**src/rtl/amba_ahb_h.v**
```verilog
// Shared AMBA AHB-Lite constants used by every bus responder on the shared AHB bus.
`ifndef AMBA_AHB_H
`define AMBA_AHB_H

`define W_BURST       3

`define HTRANS_IDLE   2'b00
`define HTRANS_BUSY   2'b01
`define HTRANS_NONSEQ 2'b10
`define HTRANS_SEQ    2'b11

`define HRESP_OKAY    2'b00
`define HRESP_ERROR   2'b01
`define HRESP_RETRY   2'b10
`define HRESP_SPLIT   2'b11

`define HSIZE_BYTE    3'b000
`define HSIZE_HALF    3'b001
`define HSIZE_WORD    3'b010

`endif

```
**src/rtl/ahb_reg_slave_pkg.sv**
```systemverilog
// Shared types and helpers for the AHB scratch-register responder.
// Byte-lane merge is kept here so the write path and read forwarding use one definition.
package ahb_reg_slave_pkg;

    localparam int DATA_W = 32;

    function automatic logic [DATA_W-1:0] merge_bytes(
        input logic [DATA_W-1:0] old_word,
        input logic [DATA_W-1:0] new_word,
        input logic [3:0]        strb
    );
        logic [DATA_W-1:0] res;
        res = old_word;
        for (int b = 0; b < 4; b++) begin
            if (strb[b]) begin
                res[8*b +: 8] = new_word[8*b +: 8];
            end
        end
        return res;
    endfunction

endpackage

```
**src/rtl/ahb_byte_strobe.sv**
```systemverilog
// Maps AHB transfer size and low address bits to little-endian byte strobes; purely combinational.
// No backpressure; sizes above a word yield no strobes and are left to the caller to reject.
`include "amba_ahb_h.v"

module ahb_byte_strobe (
    input  logic [2:0] hsize,
    input  logic [1:0] haddr_lo,
    output logic [3:0] strb,
    output logic       misalign
);

    always_comb begin
        strb     = 4'b0000;
        misalign = 1'b0;
        case (hsize)
            `HSIZE_BYTE: strb = 4'b0001 << haddr_lo;
            `HSIZE_HALF: begin
                strb     = haddr_lo[1] ? 4'b1100 : 4'b0011;
                misalign = haddr_lo[0];
            end
            `HSIZE_WORD: begin
                strb     = 4'b1111;
                misalign = |haddr_lo;
            end
            default: ;
        endcase
    end

endmodule

```
**src/rtl/ahb_reg_slave.sv**
```systemverilog
// AHB-Lite scratch-register responder; OKAY transfers take P_WAIT+1 data-phase cycles, errors take two.
// Stalls the bus with HREADY low during wait states and the first ERROR cycle.
`include "amba_ahb_h.v"

module ahb_reg_slave
    import ahb_reg_slave_pkg::*;
#(
    parameter int P_NUM_REGS = 16,
    parameter int P_WAIT     = 2
) (
    input  logic                HCLK,
    input  logic                HRESETn,
    input  logic                sl_HSEL,
    input  logic                sl_HREADY,
    input  logic [1:0]          sl_HTRANS,
    input  logic [`W_BURST-1:0] sl_HBURST,
    input  logic [2:0]          sl_HSIZE,
    input  logic [31:0]         sl_HADDR,
    input  logic                sl_HWRITE,
    input  logic [31:0]         sl_HWDATA,
    output logic                out_sl_HREADY,
    output logic [1:0]          out_sl_HRESP,
    output logic [31:0]         out_sl_HRDATA
);

    localparam int          IDX_W      = $clog2(P_NUM_REGS);
    localparam logic [31:0] ADDR_LIMIT = 32'(4 * P_NUM_REGS);
    localparam logic [2:0]  WAIT_INIT  = (P_WAIT > 0) ? 3'(P_WAIT - 1) : 3'd0;

    typedef enum logic [2:0] {
        S_IDLE = 3'd0,
        S_WAIT = 3'd1,
        S_LAST = 3'd2,
        S_ERR1 = 3'd3,
        S_ERR2 = 3'd4
    } state_t;

    localparam state_t S_LEGAL = (P_WAIT > 0) ? S_WAIT : S_LAST;

    state_t            state, state_nxt;
    logic [2:0]        wait_cnt;
    logic [IDX_W-1:0]  a_idx;
    logic [3:0]        a_strb;
    logic              a_write;
    logic [DATA_W-1:0] regs [P_NUM_REGS];

    logic              accept, xfer_err, commit, misalign;
    logic [3:0]        strb;
    logic [IDX_W-1:0]  rd_idx;
    logic [DATA_W-1:0] rd_word;
    logic              unused_ok;

    assign unused_ok = ^{sl_HBURST, sl_HTRANS[0]};

    ahb_byte_strobe u_strobe (
        .hsize    (sl_HSIZE),
        .haddr_lo (sl_HADDR[1:0]),
        .strb     (strb),
        .misalign (misalign)
    );

    // Address phase is only looked at when the previous data phase is in its final cycle.
    assign accept   = sl_HSEL && sl_HREADY && sl_HTRANS[1]
                      && (state inside {S_IDLE, S_LAST, S_ERR2});
    assign xfer_err = (sl_HADDR >= ADDR_LIMIT) || (sl_HSIZE > `HSIZE_WORD) || misalign;
    assign commit   = (state == S_LAST) && a_write;

    always_comb begin
        state_nxt = state;
        case (state)
            S_IDLE, S_LAST, S_ERR2: begin
                if (accept) begin
                    state_nxt = xfer_err ? S_ERR1 : S_LEGAL;
                end else begin
                    state_nxt = S_IDLE;
                end
            end
            S_WAIT: begin
                if (wait_cnt == 3'd0) begin
                    state_nxt = S_LAST;
                end
            end
            S_ERR1:  state_nxt = S_ERR2;
            default: state_nxt = S_IDLE;
        endcase
    end

    // With no wait states the read is entered straight from the address phase, possibly while
    // the previous write is committing, so the pending write is forwarded into the read word.
    always_comb begin
        rd_idx  = (state == S_WAIT) ? a_idx : sl_HADDR[IDX_W+1:2];
        rd_word = regs[rd_idx];
        if (commit && (a_idx == rd_idx)) begin
            rd_word = merge_bytes(rd_word, sl_HWDATA, a_strb);
        end
    end

    always_ff @(posedge HCLK) begin
        if (!HRESETn) begin
            state         <= S_IDLE;
            wait_cnt      <= 3'd0;
            a_idx         <= '0;
            a_strb        <= 4'b0000;
            a_write       <= 1'b0;
            out_sl_HREADY <= 1'b1;
            out_sl_HRESP  <= `HRESP_OKAY;
            out_sl_HRDATA <= '0;
            for (int i = 0; i < P_NUM_REGS; i++) begin
                regs[i] <= '0;
            end
        end else begin
            state <= state_nxt;
            if (accept) begin
                a_idx    <= sl_HADDR[IDX_W+1:2];
                a_strb   <= strb;
                a_write  <= sl_HWRITE;
                wait_cnt <= WAIT_INIT;
            end else if ((state == S_WAIT) && (wait_cnt != 3'd0)) begin
                wait_cnt <= wait_cnt - 3'd1;
            end
            out_sl_HREADY <= !(state_nxt inside {S_WAIT, S_ERR1});
            out_sl_HRESP  <= (state_nxt inside {S_ERR1, S_ERR2}) ? `HRESP_ERROR : `HRESP_OKAY;
            out_sl_HRDATA <= (state_nxt == S_LAST) ? rd_word : '0;
            if (commit) begin
                regs[a_idx] <= merge_bytes(regs[a_idx], sl_HWDATA, a_strb);
            end
        end
    end

endmodule

```
**config.mk**
```make
export PLATFORM = sky130hd
export DESIGN_NAME = ahb_reg_slave
export DESIGN_NICKNAME = d
export VERILOG_FILES = /design/src/rtl/ahb_reg_slave_pkg.sv /design/src/rtl/ahb_byte_strobe.sv /design/src/rtl/ahb_reg_slave.sv
export VERILOG_INCLUDE_DIRS = /design/src /design/src/rtl
export SDC_FILE = /design/constraint.sdc
export NUM_CORES = 1
export LEC_CHECK = 0
export CORE_AREA = 4 4 241 290
export CTS_BUF_LIST = sky130_fd_sc_hd__clkbuf_8
export DETAILED_ROUTE_END_ITERATION = 8
export DIE_AREA = 0 0 245 294
export DONT_BUFFER_PORTS = 1
export PLACE_DENSITY = 0.5
export SKIP_CTS_REPAIR_TIMING = 1
export SYNTH_ARGS = -nofsm -noshare
export SYNTH_HDL_FRONTEND = slang
export SYNTH_SLANG_ARGS = --single-unit
```
**constraint.sdc**
```tcl
create_clock -name HCLK -period 8 [get_ports HCLK]
set_input_delay 2 -clock HCLK [delete_from_list [all_inputs] [get_ports HCLK]]
set_output_delay 2 -clock HCLK [all_outputs]
set_load 0.01 [all_outputs]
```
Yosys cells after proc, flatten, opt, wreduce, memory -nomap -nowiden. Memories as Yosys holds them, arrays and structs flattened. Index checks and enable logic that the tools add are counted.

Bits in registers: 50. Latch bits: 0. Bits in writable memories: 512. Memory bits (read-only): 0. Output and inout port bits: 35. Word-level logic and storage cells: 91. Memories: 1.

$add $sub $neg: 1. $mul: 0. Div/mod/pow operators: 0. Order comparisons: 2. Eq/ne operators: 15. Shift operators: 1. Muxes and demuxes: 35. Bitwise logic cells: 1. Reduce and logical (&&, ||, !) cells: 26.

Memory list: regs (words 16, bits a word 32, read ports 1, clocked after memory_dff 0, write ports 16, line ahb_reg_slave.sv:45) `logic [DATA_W-1:0] regs [P_NUM_REGS];`.

Operators with widths (number): $mux W8 (16); $mux W32 (2); $ge A32 B7 Y1 const B (1); $reduce_or A32 Y1 (1); $mux W4 (4); $eq A3 B2 Y1 const B (5); $ne A3 B3 Y1 const B (4); $pmux W4 S3 (1); $reduce_and A2 Y1 (5); $eq A3 B1 Y1 const B (3); $logic_not A3 Y1 (3); $pmux W3 S3 (1); $mux W1 (7); $eq A3 B3 Y1 const B (2); $logic_and A1 B1 Y1 (6); $reduce_bool A2 Y1 (3); $reduce_bool A3 Y1 (2); $eq A4 B4 Y1 (1); $mux W2 (2); $reduce_or A2 Y1 (2); $shl A1 B2 Y4 const A (1); $gt A3 B2 Y1 const B (1); $mux W3 (1); $reduce_or A3 Y1 (1); other kinds (5) (6).

Longest topological paths before layout. Gate-level depths: netlist (run 1).

Depth after elaboration: 9. Gate-level depth with buffers: 11. Gate-level depth less buffers: 7.

Hierarchy. A second synthesis (run 1) with hierarchy kept.

Cell total of the unflattened synthesis: 2344. Area, all modules: 25550.8 um^2.

Modules (own cells, without submodules): ahb_reg_slave (instances 1, cells an instance 2328, area an instance 25468.2 um^2, sequential area each 16355.7 um^2); ahb_byte_strobe (instances 1, cells an instance 16, area an instance 82.6 um^2, sequential area each 0.0 um^2).

Worst setup path after synthesis (run 1). OpenSTA, ideal clock, no wires.

Path kind: input -> register. Start: input port HRESETn. End: memory regs[15][10], enable pin. Setup time: 0.384 ns. Arrival: 3.775 ns. Setup slack: 3.841 ns. Stages: 6. Cells stage by stage: clkbuf_1 nand2_1 nor4b_2 nand2_1 clkbuf_1 o21ai_0.

RTL lines: start, declared (line ahb_reg_slave.sv:12) `input logic HRESETn,`; end, declared (line ahb_reg_slave.sv:45).

==> metrics.txt, run 1 <==
DRT antenna net count=0; arrival time of data at the critical path endpoint=roughly 4.4 ns; worst setup path startpoint=HRESETn; antenna violations before repair=1; number of sinks driven by the clock tree=around 560; vias per cell=approximately 5.2; Synth top area share=approximately 59%; min cycle time layout=a little over 4 ns; Clock Tree Buf Depth=3; TritonCTS clock tree=yes; final-report max-slew violation count=0; core region area=around 67000 um2; count of standard-cell rows=about 100; Clock Pin Slew Worst Setup and Hold Paths=approximately 0.060 ns; Psw=1.44 mW; CP Capture Type=flip-flop; area delta synth->final=10.5%; wire length of the first global-routing pass=around 110000 um; GRT Util Overall=20.0%; Syn Std Cell Area=between 20000 and 30000 um2; Die X-Extent=245 um; part of the total power dissipated in combinational logic=6.0%; Critical Path Source Type=input pin; number of H-tree levels=3; relative contribution of the clock network to total power=40.0%; total power divided by cell area=215 nW/um2; last weighted congestion value of the routability-driven placer=0.786; Clock Latency Late Sink=~0.7 ns; met3 usage in global routing=about 3.6%; routed len/inst=23.5 um; switch share=between 20% and 30%; crit path kind=input pin to flip-flop; Final Util=between 40% and 50%; Post-Synthesis Mean Instance Area=~12 um2; proportion of synthesized chip area in sequential cells=~63%; ratio of cells with drive above 1 in the final layout=approximately a tenth; top area cells in the synthesized netlist=sky130_fd_sc_hd__edfxtp_1 (59%), sky130_fd_sc_hd__and2_1 (12%), sky130_fd_sc_hd__mux2i_1 (4.8%); largest net degree at the start of global routing=108; DRC errors left=0; GR met1 Demand/Resource=about a quarter; yosys warns=0; total number of vias=around 16000; dominant cell by count in the synthesized netlist=sky130_fd_sc_hd__edfxtp_1; Worst Skew=0.0208 ns; fmax=0.244 GHz; via count of the first global-routing pass=16600; net count reported at finish=around 2200; worst-case headroom to the max-slew limit=between 10% and 20%; total length of routed wires=around 72000 um; DR iter-0 viols=roughly 1100; reg-to-reg setup timing slack=approximately 4.5 ns; synthesized netlist cell count=between 2000 and 2500; Peak supply drop=between 100 and 150 uV; final hold violations=0; initial cell density of the core=38.8%; synthesized netlist net count=between 2000 and 2500; num ports=approximately 110; total iterations of the first detailed-routing run=5; proportion of synthesized flip-flops having asynchronous set or reset=0%; Total Die Area=between 70000 and 80000 um2; dpl hpwl=approximately 46000 um; sum of overflow across all layers after global routing=0; Slew @ Worst Pin=1.27 ns; required time at the worst-slack endpoint=8.30 ns; Leakage=between 10 and 15 nW; Post-synth EDFFs=approximately 510; synth unique cells=49; number of CTS-inserted buffers=between 90 and 100; met2 global-route usage=36.0%; P_int=between 4 and 5 mW; reg-to-reg startpoint=state[2]; largest fanout on the critical path=about 80; total negative slack for setup checks=0 ns; leading post-synthesis cells by instance count=sky130_fd_sc_hd__edfxtp_1 (512), sky130_fd_sc_hd__and2_1 (480), sky130_fd_sc_hd__nand2_1 (273); MaxCap Viol Count=0; startpoint of the worst hold path=a_write; flip-flop cell with the highest count after synthesis=sky130_fd_sc_hd__edfxtp_1; RSZ-0062 raised after global routing=no; number of endpoints failing setup at the final stage=0; synthesis-stage register bit count=about 560; part of the power in registers=a little over half; number of port buffers=0; post-synthesis cell type with the largest combined area=sky130_fd_sc_hd__edfxtp_1; CTS Root Buffer Type=sky130_fd_sc_hd__clkbuf_8; worst hold-check path type=flip-flop to flip-flop; run status=finished, final reports clean; crit share post-route=between 50 and 60%; Die H=about 290 um; global route hottest layer=met2
==> logic make-up (layout without fill, tap and decap cells) <==
kind of cell	Yosys count	after routing	share of synthesized area [%]
flip-flops	561	561	63.1
multiplexers	172	172	8.80
XOR/XNOR	1	1	0.0338
AND/OR/NAND/NOR	998	998	20.3
other	1	2	0.0145
adder cells (fa/ha/maj)	2	2	0.0965
AO/OA/AOI/OAI	209	209	5.04
buffers and inverters	142	222	2.62
==> flip-flops by register name (all words and copies together), names as in the netlist <==
signal	cells
wait_cnt	3
out_sl_HREADY	1
out_sl_HRDATA	32
a_write	1
state	3
regs	512
out_sl_HRESP	1
a_idx	4
a_strb	4
==> path summary, 6_finish.rpt <==
path                       to  depth (start not counted)
max               regs[3][29]                          5
min                   a_write                          2
max reg2reg  out_sl_HRDATA[3]                          8
min reg2reg           a_write                          2
==> stage by stage <==
stage / power (mW) / cells / hold slack, ns / worst slack, ns / instance area (um2)
2_1_floorplan: 3.65 / 2086 / 0.439 / 3.84 / 25900
3_3_place_gp: 3.75 / 2898 / 0.457 / 3.23 / 26800
3_5_place_dp: 3.76 / 2898 / 0.480 / 3.16 / 26800
4_1_cts: 6.22 / 3067 / 0.498 / 3.89 / 28600
5_1_grt: 6.40 / 3068 / 0.511 / 3.66 / 28600
6_report: 6.15 / 3068 / 0.486 / 3.90 / 28600
==> power groups by stage <==
| stage | logic, mW | registers, mW | clock network, mW |
|---|---|---|---|
| floorplan | 0.288 | 3.37 | 0 |
| finish | 0.372 | 3.32 | 2.46 |
| CTS | 0.381 | 3.32 | 2.52 |
| global route | 0.404 | 3.33 | 2.66 |
| global placement | 0.377 | 3.38 | 0 |
| detailed placement | 0.380 | 3.38 | 0 |
==> critical path, cell delays in order <==
cell and delay [ns]:
sky130_fd_sc_hd__nand2_1 0.07, sky130_fd_sc_hd__nor4b_2 0.23, sky130_fd_sc_hd__buf_4 0.23, sky130_fd_sc_hd__nand2_1 0.59
sky130_fd_sc_hd__o21ai_0 1.26
==> cell usage in the layout (no fill, tap or decap), types with 2 or more instances in the layout <==
master	netlist	routed
sky130_fd_sc_hd__mux4_2	43	43
sky130_fd_sc_hd__mux2i_1	124	123
sky130_fd_sc_hd__o21ai_1	2	3
sky130_fd_sc_hd__nor2_1	77	75
sky130_fd_sc_hd__a311oi_2	2	2
sky130_fd_sc_hd__and2_1	480	480
sky130_fd_sc_hd__nand3_1	99	99
sky130_fd_sc_hd__nor2b_1	10	10
sky130_fd_sc_hd__buf_4	9	48
sky130_fd_sc_hd__and3_1	32	32
sky130_fd_sc_hd__nor4_1	7	6
sky130_fd_sc_hd__nand2_1	273	273
sky130_fd_sc_hd__dfxtp_1	49	48
sky130_fd_sc_hd__clkinv_1	0	11
sky130_fd_sc_hd__inv_1	4	38
sky130_fd_sc_hd__nand4_1	5	5
sky130_fd_sc_hd__a22oi_1	30	30
sky130_fd_sc_hd__a21oi_1	45	45
sky130_fd_sc_hd__clkinvlp_4	0	4
sky130_fd_sc_hd__a311oi_1	20	20
sky130_fd_sc_hd__and2_0	4	4
sky130_fd_sc_hd__nand4b_1	2	2
sky130_fd_sc_hd__o21ai_0	83	82
sky130_fd_sc_hd__clkbuf_8	0	112
sky130_fd_sc_hd__mux2i_4	1	3
sky130_fd_sc_hd__a211oi_1	2	2
sky130_fd_sc_hd__a221oi_1	12	12
sky130_fd_sc_hd__clkinv_2	0	7
sky130_fd_sc_hd__nand2b_1	2	2
sky130_fd_sc_hd__mux2_4	0	2
sky130_fd_sc_hd__edfxtp_1	512	512
sky130_fd_sc_hd__ha_1	2	2
sky130_fd_sc_hd__nor4b_1	2	2
sky130_fd_sc_hd__a21boi_0	7	7
sky130_fd_sc_hd__a32oi_1	2	2
==> area by class of cell <==
type,count,area [um2]
fill,6247,38200
sequential,561,16400
multi-input combinational,1383,8960
clock buffer,112,1540
tap,901,1130
timing repair buffer,49,380
clock inverter,57,264
inverter,4,15.0
antenna,1,2.50
==> per-layer routing <==
layer / part of all wire (%) / up-vias
met5: 0 / -
li1: - / 7496
met3: 4.7 / 109
met1: 40 / 8064
met4: 3.0 / 0
met2: 52 / 372
(Power assumes the default switching activity.)
==> run 2, diff against run 1 <==
- clock period: 8 -> 3.9 ns (I/O delays scaled with it)
==> metrics.txt, run 2 (synthesis results as in run 1) <==
Die H=294 um (unchanged); Clock Pin Slew Worst Setup and Hold Paths=0.07 ns (about the same); DRC errors left=0 (unchanged); worst-case headroom to the max-slew limit=33.2% (+19 points); largest fanout on the critical path=76 (-7.3%); Slew @ Worst Pin=0.994 ns (-0.280 ns); DRT antenna net count=0 (unchanged); reg-to-reg setup timing slack=0.75 ns (-3.78 ns); relative contribution of the clock network to total power=39.1% (-0.9 points); initial cell density of the core=38.8% (unchanged); worst-case hold path end point=a_idx[3]; CP max stage delay=0.60 ns (-0.66 ns); total power divided by cell area=431 nW/um2 (+100%); number of sinks driven by the clock tree=561 (unchanged); GRT Util Overall=20.6% (+0.53 points); Total Die Area=72000 um2 (unchanged); antenna violations before repair=2 (+1); number of endpoints failing setup at the final stage=0 (unchanged); most frequent cells in the layout=sky130_fd_sc_hd__edfxtp_1 (512), sky130_fd_sc_hd__and2_1 (480), sky130_fd_sc_hd__nand2_1 (273); MaxCap Viol Count=0 (unchanged); total negative slack for setup checks=0 ns (unchanged); Cell Chain, Critical Path=or3b_1 -> mux2i_4 -> buf_12 -> mux4_2 -> a32oi_1 -> nand3_1; Clock Tree Buf Depth=3 (unchanged); part of the power in registers=54.3% (+0.3 points); switch share=24.3% (+0.83 points); TritonCTS clock tree=yes; ratio of cells with drive above 1 in the final layout=12.8% (+2.2 points); required time at the worst-slack endpoint=4.45 ns (-3.85 ns); depth of the worst register-to-register path=6 (-2); area delta synth->final=12.1%; number of port buffers=0 (unchanged); Clock Latency Late Sink=0.70 ns (about the same); total number of vias=16300 (+1.9%); Worst Skew=0.0281 ns (+0.00729 ns); arrival time of data at the critical path endpoint=3.70 ns (-0.70 ns); startpoint of the worst hold path=sl_HADDR[5]; Leakage=11.0 nW (+2.3%); most frequent standard cell in the layout excluding fill and tap cells=sky130_fd_sc_hd__edfxtp_1; core region area=66900 um2 (unchanged); RSZ-0062 raised after global routing=no; min cycle time layout=about 3.1 ns; worst hold slack across all endpoints=0.423 ns (-0.0634 ns); net count reported at finish=2231 (+2.7%); crit share post-route=around 81%; num ports=112 (unchanged); instance count along the most critical hold path=2 (unchanged); Biggest register=regs; dpl hpwl=48300 um (+4.3%); routed len/inst=23.7 um (+0.91%); wire length of the first global-routing pass=110000 um (+2.7%); total iterations of the first detailed-routing run=5 (unchanged); Critical Path Source Type=flip-flop; DR iter-0 viols=1127 (+2.7%); P_int=9.48 mW (+100%); last weighted congestion value of the routability-driven placer=0.803 (+2.1%); Overall Power=12.5 mW (+100%); Peak supply drop=207 uV (+100%); CP Capture Type=flip-flop; sum of overflow across all layers after global routing=0 (unchanged); Largest register FFs=512 (unchanged); Largest regs=regs x512, out_sl_HRDATA x32; total length of routed wires=74400 um (+3.0%); final hold violations=0 (unchanged); run status=finished, final reports clean; reg-to-reg startpoint=state[2]; slowest stage cell, crit path=sky130_fd_sc_hd__mux4_2; fmax=0.318 GHz; crit path kind=flip-flop to flip-flop; final-report max-slew violation count=0 (unchanged); CTS Root Buffer Type=sky130_fd_sc_hd__clkbuf_8; Psw=3.05 mW (+110%); part of the total power dissipated in combinational logic=6.6% (+0.6 points); count of standard-cell rows=104 (unchanged); number of CTS-inserted buffers=96 (+2.1%); Die X-Extent=245 um (unchanged); number of H-tree levels=3 (unchanged); vias per cell=5.22 (-0.21%); worst hold-check path type=input pin to flip-flop; reg2reg end=out_sl_HRDATA[29]; via count of the first global-routing pass=17100 (+3.0%); largest net degree at the start of global routing=83 (-23%)
[run 2: cell types whose count changed in the layout (fill, tap and decap cells not counted), moves of 3 or more]
cell,change
sky130_fd_sc_hd__buf_12,+6
sky130_fd_sc_hd__buf_4,+51
sky130_fd_sc_hd__clkbuf_8,-12
sky130_fd_sc_hd__clkinv_1,+12
sky130_fd_sc_hd__clkinv_2,+7
sky130_fd_sc_hd__inv_1,-3
sky130_fd_sc_hd__inv_6,+3
[run 2: cell type report]
type                    count  area [um2]
clock buffers             100        1380
repair buffers            106         883
fillers                  6293       37800
well taps                 901        1130
diodes                      2        5.00
flip-flops and latches    561       16400
multi-input cells        1383        8940
inverters                   4        15.0
clock inverters            76         359
[run 2: power by group through the flow]
stage	Sequential [mW]	Combinational [mW]	Clock [mW]
2_1_floorplan	6.90	0.592	0
3_3_place_gp	6.93	0.827	0
3_5_place_dp	6.93	0.837	0
4_1_cts	6.81	0.838	5.05
5_1_grt	6.82	0.889	5.32
6_report	6.81	0.822	4.90
[run 2: worst max-delay path: cells and delay by family (launching register included)]
family,cells,cell delay (ns)
mux,2,1.00
simple gates,2,0.64
flops,1,0.49
buf+inv,1,0.40
compound gates,1,0.31
[run 2: per-layer routing]
metal	vias up	GRT usage, %	part of all wire (%)
met4	0	7.10	3.0
met2	381	37.4	52
li1	7629	-	-
met1	8212	24.9	40
met5	-	0	0
met3	125	3.24	4.4
[run 2: per-stage QoR]
step / std cells / instance area [um2] / utilization (%) / setup slack [ns]
6_report: 3133 / 29100 / 43.5 / 0.753
5_1_grt: 3132 / 29100 / 43.5 / 0.555
4_1_cts: 3131 / 29100 / 43.5 / 0.639
3_5_place_dp: 2955 / 27300 / 40.9 / 0.681
3_3_place_gp: 2955 / 27300 / 40.9 / 0.743
2_1_floorplan: 2086 / 25900 / - / 0.766
[run 2: how the worst max path moves through the flow]
stage               startpoint                 to  slack [ns]  cells past startpoint
floorplan              HRESETn       regs[15][10]        0.77                      6
global placement      state[2]   out_sl_HRDATA[3]        0.74                      7
detailed placement    state[2]   out_sl_HRDATA[3]        0.68                      7
CTS                   state[2]   out_sl_HRDATA[3]        0.64                      7
global route          state[1]   out_sl_HRDATA[3]        0.55                      7
finish                state[2]  out_sl_HRDATA[29]        0.75                      6
==> run 3, diff against run 2 <==
- PLACE_DENSITY: 0.5 -> 0.52
- clock period: 3.9 -> 2.8 ns (I/O delays scaled with it)
==> metrics.txt, run 3 (synthesis results as in run 1) <==
run status=finished with violations; violations in the final reports=setup timing; worst-case headroom to the max-slew limit=40.9% (+7.7 points); wire length of the first global-routing pass=108000 um (-2.0%); DRT antenna net count=0 (unchanged); largest net degree at the start of global routing=83 (unchanged); Worst Skew=0.0287 ns (+0.000634 ns); area of all placed cells without fillers=29400 um2 (+1.1%); reg-to-reg setup timing slack=-0.02 ns (-0.77 ns); crit path kind=flip-flop to flip-flop; number of port buffers=0 (unchanged); total length of routed wires=72500 um (-2.6%); fmax=0.355 GHz (+12%); Largest register FFs=512 (unchanged); most frequent cells in the layout=sky130_fd_sc_hd__edfxtp_1 (512), sky130_fd_sc_hd__and2_1 (480), sky130_fd_sc_hd__nand2_1 (273); worst-case setup margin in the final layout=-0.0177 ns (-0.771 ns); required time at the worst-slack endpoint=3.39 ns (-1.06 ns); num ports=112 (unchanged); sum of overflow across all layers after global routing=0 (unchanged); Die X-Extent=245 um (unchanged); Clock Pin Slew Worst Setup and Hold Paths=0.06 ns (about the same); Most Frequent Cell on Critical Path=sky130_fd_sc_hd__nand2_1; dpl hpwl=48500 um (+0.43%); GRT Util Overall=20.1% (-0.49 points); core region area=66900 um2 (unchanged); RSZ-0062 raised after global routing=no; ratio of cells with drive above 1 in the final layout=14.2% (+1.3 points); total iterations of the first detailed-routing run=5 (unchanged); routed len/inst=22.9 um (-3.7%); Clock Latency Late Sink=0.67 ns (-0.03 ns); DRC errors left=0 (unchanged); Cell Chain, Critical Path=or3b_1 -> buf_4 -> nand2_1 -> nand2_1 -> buf_4 -> a221oi_1 -> a22oi_1 -> nand2_1; Critical Path Source Type=flip-flop; Leakage=11.2 nW (+2.0%); Slew @ Worst Pin=0.886 ns (-0.108 ns); arrival time of data at the critical path endpoint=3.41 ns (-0.29 ns); CP max stage delay=0.78 ns (+0.18 ns); Peak supply drop=302 uV (+45%); Overall Power=17.3 mW (+38%); last weighted congestion value of the routability-driven placer=0.835 (+4.0%); area after detailed placement=27700 um2 (+1.3%); CTS Root Buffer Type=sky130_fd_sc_hd__clkbuf_8; Die H=294 um (unchanged); initial cell density of the core=38.8% (unchanged); Total Die Area=72000 um2 (unchanged); via count of the first global-routing pass=17000 (-0.51%); most frequent standard cell in the layout excluding fill and tap cells=sky130_fd_sc_hd__edfxtp_1; final hold violations=0 (unchanged); Place WS=0.0726 ns (-0.609 ns); area delta synth->final=13.3%; vias per cell=5.21 (-0.24%); number of CTS-inserted buffers=92 (-4.2%); number of endpoints failing setup at the final stage=1 (+1); crit share post-route=101% (+20 points); final-report max-slew violation count=0 (unchanged); number of sinks driven by the clock tree=561 (unchanged); worst hold-check path type=input pin to flip-flop; Fill cells=6187 (-1.7%); Clock Tree Buf Depth=3 (unchanged); min cycle time layout=2.82 ns (-0.329 ns); Biggest register=regs; largest fanout on the critical path=11 (-86%); total number of vias=16500 (+0.97%); number of H-tree levels=3 (unchanged); total power divided by cell area=588 nW/um2 (+36%); DR iter-0 viols=1215 (+7.8%); MaxCap Viol Count=0 (unchanged); TritonCTS clock tree=yes; Largest regs=regs x512, out_sl_HRDATA x32; count of standard-cell rows=104 (unchanged); net count reported at finish=2273 (+1.9%); CP Capture Type=flip-flop; slowest stage cell, crit path=sky130_fd_sc_hd__a221oi_1; antenna violations before repair=2 (unchanged)
## run 3: cell count changes in the layout (fill, tap and decap cells not counted), moves of 2 or more
cell / previous run / this run
sky130_fd_sc_hd__o21ai_1: 2 / 22
sky130_fd_sc_hd__buf_12: 7 / 9
sky130_fd_sc_hd__clkinvlp_4: 4 / 2
sky130_fd_sc_hd__clkinv_1: 23 / 18
sky130_fd_sc_hd__inv_6: 3 / 0
sky130_fd_sc_hd__buf_4: 99 / 142
sky130_fd_sc_hd__o21ai_0: 83 / 63
sky130_fd_sc_hd__inv_1: 35 / 44
sky130_fd_sc_hd__clkinv_2: 14 / 6
## run 3: report_power, final
group	total [mW]	internal (mW)	switching (mW)	leakage (nW)
combinational	1.19	0.461	0.727	4.50
sequential	9.48	9.38	0.0998	5.69
clock	6.62	3.36	3.25	1.00
## run 3: critical path: cells and delay by family, from the launching register on
family	cells	cell delay (ns)
DFF	1	0.30
buffers and inverters	2	0.51
AOI/OAI and AO/OA	2	1.04
and+or+nand+nor	4	0.90
## run 3: metrics by stage
stage,hold WS (ns),utilization [%],setup TNS [ns],cells
6_report,0.175,43.9,-0.0177,3171
5_1_grt,0.140,43.9,0,3171
4_1_cts,0.111,43.9,0,3169
3_5_place_dp,0.455,41.4,0,3001
3_3_place_gp,0.459,41.4,0,3001
2_1_floorplan,0.439,-,-18.14,2086
## run 3: layer usage
layer | wire [um] | track usage, % | share of wire [%] | vias to the layer above
met3 | 3760 | 3.40 | 5.2 | 127
met4 | 2310 | 7.67 | 3.2 | 0
met1 | 29300 | 24.6 | 40 | 8230
met5 | 0 | 0 | 0 | -
li1 | - | - | - | 7700
met2 | 37100 | 35.5 | 51 | 449
## run 3: worst paths after layout
check,startpoint,to,cells past startpoint
hold / removal,sl_HADDR[5],a_idx[3],2
setup reg to reg,state[1],out_sl_HRDATA[8],8
hold reg to reg,a_write,a_write,2
setup / recovery,state[1],out_sl_HRDATA[8],8
## run 3: layout make-up
type | instances | area (um2) | share of cell area [%]
antenna | 2 | 5.00 | 0.0170
clock buffer | 100 | 1380 | 4.68
clock inverter | 68 | 302 | 1.03
inverter | 4 | 15.0 | 0.0511
multi-input combinational | 1383 | 8950 | 30.4
sequential | 561 | 16400 | 55.7
tap | 901 | 1130 | 3.84
timing repair buffer | 152 | 1260 | 4.28
